## src/rtl/settings_pkg.sv

```systemverilog
// Shared constants for the 7-bit-address / 32-bit-data serial settings bus
// and a helper that sizes register-index ports.
package settings_pkg;

  localparam int SETTINGS_ADDR_W = 7;
  localparam int SETTINGS_DATA_W = 32;

  // Index ports stay at least one bit wide so a single-register bank still has a legal port.
  function automatic int idx_width(input int n);
    return (n > 1) ? $clog2(n) : 1;
  endfunction

endpackage

```

## src/rtl/setting_reg_cell.sv

```systemverilog
// One settings register: shadow copy, live copy and a one-cycle changed pulse.
// Bus-originated live loads (commit or direct write) take priority over the override.
module setting_reg_cell #(
  parameter int              WIDTH     = 32,
  parameter bit              SHADOWED  = 1'b1,
  parameter logic [WIDTH-1:0] RESET_VAL = '0
) (
  input  logic             clock,
  input  logic             reset_n,
  input  logic             i_bus_we,
  input  logic [WIDTH-1:0] i_bus_data,
  input  logic             i_commit,
  input  logic             i_ovr_we,
  input  logic [WIDTH-1:0] i_ovr_data,
  output logic [WIDTH-1:0] o_live,
  output logic [WIDTH-1:0] o_shadow,
  output logic             o_changed
);

  logic [WIDTH-1:0] r_live;
  logic [WIDTH-1:0] r_shadow;
  logic             r_changed;
  logic             w_bus_live;
  logic [WIDTH-1:0] w_bus_live_data;

  assign w_bus_live      = SHADOWED ? i_commit : i_bus_we;
  assign w_bus_live_data = SHADOWED ? r_shadow : i_bus_data;

  // NOTE: non-blocking updates mean a commit copies the shadow as it was before this edge.
  always_ff @(posedge clock) begin
    if (!reset_n) begin
      r_live    <= RESET_VAL;
      r_shadow  <= RESET_VAL;
      r_changed <= 1'b1;
    end else begin
      if (i_bus_we) begin
        r_shadow <= i_bus_data;
      end
      if (w_bus_live) begin
        r_live    <= w_bus_live_data;
        r_changed <= 1'b1;
      end else if (i_ovr_we) begin
        r_live    <= i_ovr_data;
        r_changed <= 1'b1;
      end else begin
        r_changed <= 1'b0;
      end
    end
  end

  assign o_live    = r_live;
  assign o_shadow  = r_shadow;
  assign o_changed = r_changed;

endmodule

```

## src/rtl/setting_reg_bank.sv

```systemverilog
// Bank of settings registers on the serial settings bus with optional shadow
// stage for atomic multi-register commit, local override and registered readback.
module setting_reg_bank
  import settings_pkg::*;
#(
  parameter int                         NUM_REGS    = 4,
  parameter int                         WIDTH       = 32,
  parameter int                         BASE_ADDR   = 0,
  parameter int                         COMMIT_ADDR = 127,
  parameter bit                         SHADOWED    = 1'b1,
  parameter logic [SETTINGS_DATA_W-1:0] RESET_VAL   = '0,
  localparam int                        SEL_W       = idx_width(NUM_REGS)
) (
  input  logic                       clock,
  input  logic                       reset_n,
  input  logic                       strobe,
  input  logic [SETTINGS_ADDR_W-1:0] addr,
  input  logic [SETTINGS_DATA_W-1:0] in,
  input  logic                       ovr_strobe,
  input  logic [SEL_W-1:0]           ovr_sel,
  input  logic [WIDTH-1:0]           ovr_in,
  output logic [NUM_REGS*WIDTH-1:0]  out,
  output logic [NUM_REGS-1:0]        changed,
  output logic                       pending,
  input  logic [SEL_W-1:0]           rd_sel,
  input  logic                       rd_shadow,
  output logic [WIDTH-1:0]           rd_data
);

  if (NUM_REGS < 1 || NUM_REGS > 32) begin : g_bad_num_regs
    $error("setting_reg_bank: NUM_REGS must be 1..32");
  end
  if (WIDTH < 1 || WIDTH > SETTINGS_DATA_W) begin : g_bad_width
    $error("setting_reg_bank: WIDTH must be 1..32");
  end
  if (BASE_ADDR < 0 || BASE_ADDR + NUM_REGS > (1 << SETTINGS_ADDR_W)) begin : g_bad_base
    $error("setting_reg_bank: register window exceeds bus address space");
  end
  if (COMMIT_ADDR >= BASE_ADDR && COMMIT_ADDR < BASE_ADDR + NUM_REGS) begin : g_overlap
    $error("setting_reg_bank: COMMIT_ADDR overlaps the register window");
  end

  localparam logic [SETTINGS_ADDR_W-1:0] COMMIT_A = SETTINGS_ADDR_W'(COMMIT_ADDR);
  localparam logic [WIDTH-1:0]           RST_V    = RESET_VAL[WIDTH-1:0];

  logic [NUM_REGS-1:0] w_hit;
  logic [NUM_REGS-1:0] w_ovr;
  logic [WIDTH-1:0]    w_live   [NUM_REGS];
  logic [WIDTH-1:0]    w_shadow [NUM_REGS];
  logic [WIDTH-1:0]    w_rd_mux;
  logic                w_commit;
  logic                w_unused_in;
  logic                r_pending;
  logic [WIDTH-1:0]    r_rd_data;

  // Bits of the bus word above WIDTH carry no meaning for this bank.
  assign w_unused_in = ^in;
  assign w_commit    = SHADOWED && strobe && (addr == COMMIT_A);

  for (genvar i = 0; i < NUM_REGS; i++) begin : g_reg
    localparam logic [SETTINGS_ADDR_W-1:0] REG_A = SETTINGS_ADDR_W'(BASE_ADDR + i);

    assign w_hit[i] = strobe && (addr == REG_A);
    assign w_ovr[i] = ovr_strobe && (ovr_sel == SEL_W'(i));

    setting_reg_cell #(
      .WIDTH     (WIDTH),
      .SHADOWED  (SHADOWED),
      .RESET_VAL (RST_V)
    ) u_cell (
      .clock      (clock),
      .reset_n    (reset_n),
      .i_bus_we   (w_hit[i]),
      .i_bus_data (in[WIDTH-1:0]),
      .i_commit   (w_commit),
      .i_ovr_we   (w_ovr[i]),
      .i_ovr_data (ovr_in),
      .o_live     (w_live[i]),
      .o_shadow   (w_shadow[i]),
      .o_changed  (changed[i])
    );

    assign out[i*WIDTH +: WIDTH] = w_live[i];
  end

  // A direct-write bank never holds uncommitted data, so pending can only ever load 0.
  always_ff @(posedge clock) begin
    if (!reset_n) begin
      r_pending <= 1'b0;
    end else if (w_commit) begin
      r_pending <= 1'b0;
    end else if (|w_hit) begin
      r_pending <= SHADOWED;
    end
  end

  // NOTE: default first so an out-of-range select reads 0 and no latch is inferred.
  always_comb begin
    w_rd_mux = '0;
    for (int i = 0; i < NUM_REGS; i++) begin
      if (rd_sel == SEL_W'(i)) begin
        w_rd_mux = rd_shadow ? w_shadow[i] : w_live[i];
      end
    end
  end

  always_ff @(posedge clock) begin
    if (!reset_n) begin
      r_rd_data <= RST_V;
    end else begin
      r_rd_data <= w_rd_mux;
    end
  end

  assign pending = r_pending;
  assign rd_data = r_rd_data;

endmodule

```

## config.mk

```make
export PLATFORM = sky130hd
export DESIGN_NAME = setting_reg_bank
export DESIGN_NICKNAME = d
export VERILOG_FILES = /design/src/rtl/settings_pkg.sv /design/src/rtl/setting_reg_cell.sv /design/src/rtl/setting_reg_bank.sv
export SDC_FILE = /design/constraint.sdc
export NUM_CORES = 1
export LEC_CHECK = 0
export CAP_MARGIN = 20
export CORE_AREA = 2 2 186 188
export CTS_BUF_LIST = sky130_fd_sc_hd__clkbuf_16
export DETAILED_ROUTE_END_ITERATION = 10
export DIE_AREA = 0 0 188 190
export PLACE_DENSITY = 0.71
export SETUP_SLACK_MARGIN = 0.5
export SLEW_MARGIN = 30
export SYNTH_ARGS = -nofsm -noshare
export SYNTH_HDL_FRONTEND = slang
export SYNTH_HIERARCHICAL = 1
export SYNTH_SLANG_ARGS = --single-unit
```

## constraint.sdc

```tcl
create_clock -name clock -period 1.5 [get_ports clock]
set_input_delay 0.15 -clock clock [delete_from_list [all_inputs] [get_ports clock]]
set_output_delay 0.15 -clock clock [all_outputs]
set_load 0.01 [all_outputs]
```

==> reports/results.tsv <==
metric	value	unit
yosysTopAreaCellShare	0.392	
synthCells	1311	
crit_top_cell	buf_12	
finalClockSkew	0.0118	ns
dr.pass1.iters	5	
ys_seq_elements	293	
path_clk_slew	0.06	ns
diodes	0	
slew_violations	0	
hp-class	in -> reg	
syn_area_per_cell	11.4	sq um
vias	12000	
fmax	0.799	GHz
crit_type	in -> reg	
via_per_inst	5.51	
core	33900	sq um
numPortBuffers	244	
cellPowerDensity	840	nW/um^2
fin_crit_sh	0.835	
rows	68	
seq_area	6110	sq um
wl	48.0	mm
place_ws	-0.658	ns
io_pins	245	
tns	0	ns
worst_pin_slew	0.365	ns
grt_pass1_wl	69.8	mm
dp.cells	1971	
synthFlopType	dfxtp_1	
antenna_found_initial	0	
drive_above_1_share	0.457	
yosysSeqAreaShare	0.392	
clock-sinks	293	
die_area	35700	sq um
track_usage	0.248	
ant_nets	0	
synth_cell_type_count	35	
fillers	2563	
die_h	190	um
crit_chain	buf_8, nor4_4, nand3b_1, buf_6, buf_4, nor2_4, buf_12, buf_12, mux2i_1, nor2b_1	
synth_edf_count	0	
peakVddDrop	0.644	mV
yosysTopAreaCell	dfxtp_1	
stdcell_count	2172	
fin_area	21700	sq um
cts_tree	yes	
htreeDepth	2	
power.leakage	9.91	nW
relSlewSlack	0.757	
fin_util	0.639	
grt_overflow	0	
dp_hpwl	28.2	mm
fin_hold_ws	0.0294	ns
total_power	18.2	mW
yosys_warnings	6	
synth_area_leaders	dfxtp_1, mux2i_1, mux2_4	
insertion_delay	0.51	ns
critPathMaxFanout	8	
root_buffer	clkbuf_16	
slowest_stage	nor4_4	
die_width	188	um
gp_congestion	0.809	
start_kind	input pin	
rsz0062_at_grt	true	
layout.nets	1770	
setup_viol	0	
crit_arrival	1.64	ns
cp_data_required_time	1.89	ns
syn-cell-area	14900	sq um
cts_buffer_depth	3	
synth.most_common_cell	dfxtp_1	
first_iter_violations	754	
grt_pass1_vias	12200	
layout_setup_ws	0.248	ns
syn2layout_area_growth	45.1	%
hold_viol	0	
multiInputGateArea	8550	sq um
drt-wirelength-per-cell	22.1	um
yosys-top-cells-count	dfxtp_1, mux2i_1, nor2b_1, o211a_1, mux2_4	
endpoint_kind	flip-flop	
status	finished clean	
synthesis.nets	1391	
cap_violations	0	
initial_core_util	0.440	
async_flop_share	0	
period_minus_slack	1.25	ns
grt_max_degree	58	
drc_errors	0	
place_area	18300	sq um
slowest_delay	0.24	ns
numCtsBuffers	35	
==> kinds of logic after synthesis <==
logic type / Yosys count / share of synthesized area
AOI/OAI and AO/OA: 218 / 0.126
buffers and inverters: 125 / 0.0588
DFF: 293 / 0.392
muxes: 372 / 0.296
and+or+nand+nor: 303 / 0.127
==> worst paths after layout <==
check	from	end	slack, ns	cells past startpoint
worst max-delay path	addr[5]	g_reg[3].u_cell/o_shadow[29]$_SDFFE_PN0P_	0.25	10
worst min-delay path	reset_n	g_reg[2].u_cell/o_live[1]$_SDFFE_PN0P_	0.03	2
worst max register to register	g_reg[0].u_cell/o_live[18]$_SDFFE_PN0P_	rd_data[18]$_SDFF_PN0_	0.27	5
worst min register to register	pending$_SDFFE_PP0P_	pending$_SDFFE_PP0P_	0.46	2
==> worst max-delay path, delay by kind of cell <==
| family | cells | cell delay, ns |
|---|---|---|
| mux | 1 | 0.23 |
| buf+inv | 5 | 0.71 |
| simple gates | 4 | 0.55 |
==> flip-flops by register name, summed over array words and instances (netlist names) <==
register / flops
g.u_cell/o_live: 128
g.u_cell/o_shadow: 128
g.u_cell/o_changed: 4
rd_data: 32
pending: 1
==> cell type report <==
| type | count | area share |
|---|---|---|
| multi-input combinational | 893 | 0.394 |
| sequential | 293 | 0.282 |
| timing repair buffer | 464 | 0.249 |
| clock buffer | 36 | 0.0415 |
| tap | 455 | 0.0263 |
| clock inverter | 28 | 0.00594 |
| inverter | 3 | 0.000519 |
==> where the power goes <==
part | switching, mW | internal (mW) | total (mW)
Clock | 3.33 | 4.34 | 7.67
Sequential | 0.156 | 7.95 | 8.11
Combinational | 1.02 | 1.41 | 2.43
Total | 4.50 | 13.7 | 18.2
==> timing repair <==
action                                  in CTS  in global routing
buffers inserted                            97                 20
endpoints found under the setup margin     436                457
pin swaps                                    8                 67
resized for setup                          882                281
hold buffers                                 0                  0
cloned                                      12                  8
==> placed cells by master, fill, tap and decap left out, drive strengths merged, types with 46 or more instances in the layout <==
| master | Yosys | layout |
|---|---|---|
| o211a | 128 | 128 |
| mux2 | 145 | 145 |
| o22ai | 49 | 49 |
| nand2b | 90 | 90 |
| clkbuf | 48 | 46 |
| buf | 74 | 388 |
| clkdlybuf4s50 | 0 | 64 |
| dfxtp | 293 | 293 |
| mux2i | 221 | 221 |
| nor2b | 131 | 131 |
==> per-layer routing <==
layer,vias up,GRT usage,routed length (um)
met5,-,0,0
met4,0,0.0745,1290
met3,90,0.0336,2520
met2,410,0.431,23500
met1,5995,0.321,20600
li1,5480,-,-
Power figures use the tool's default switching activity.
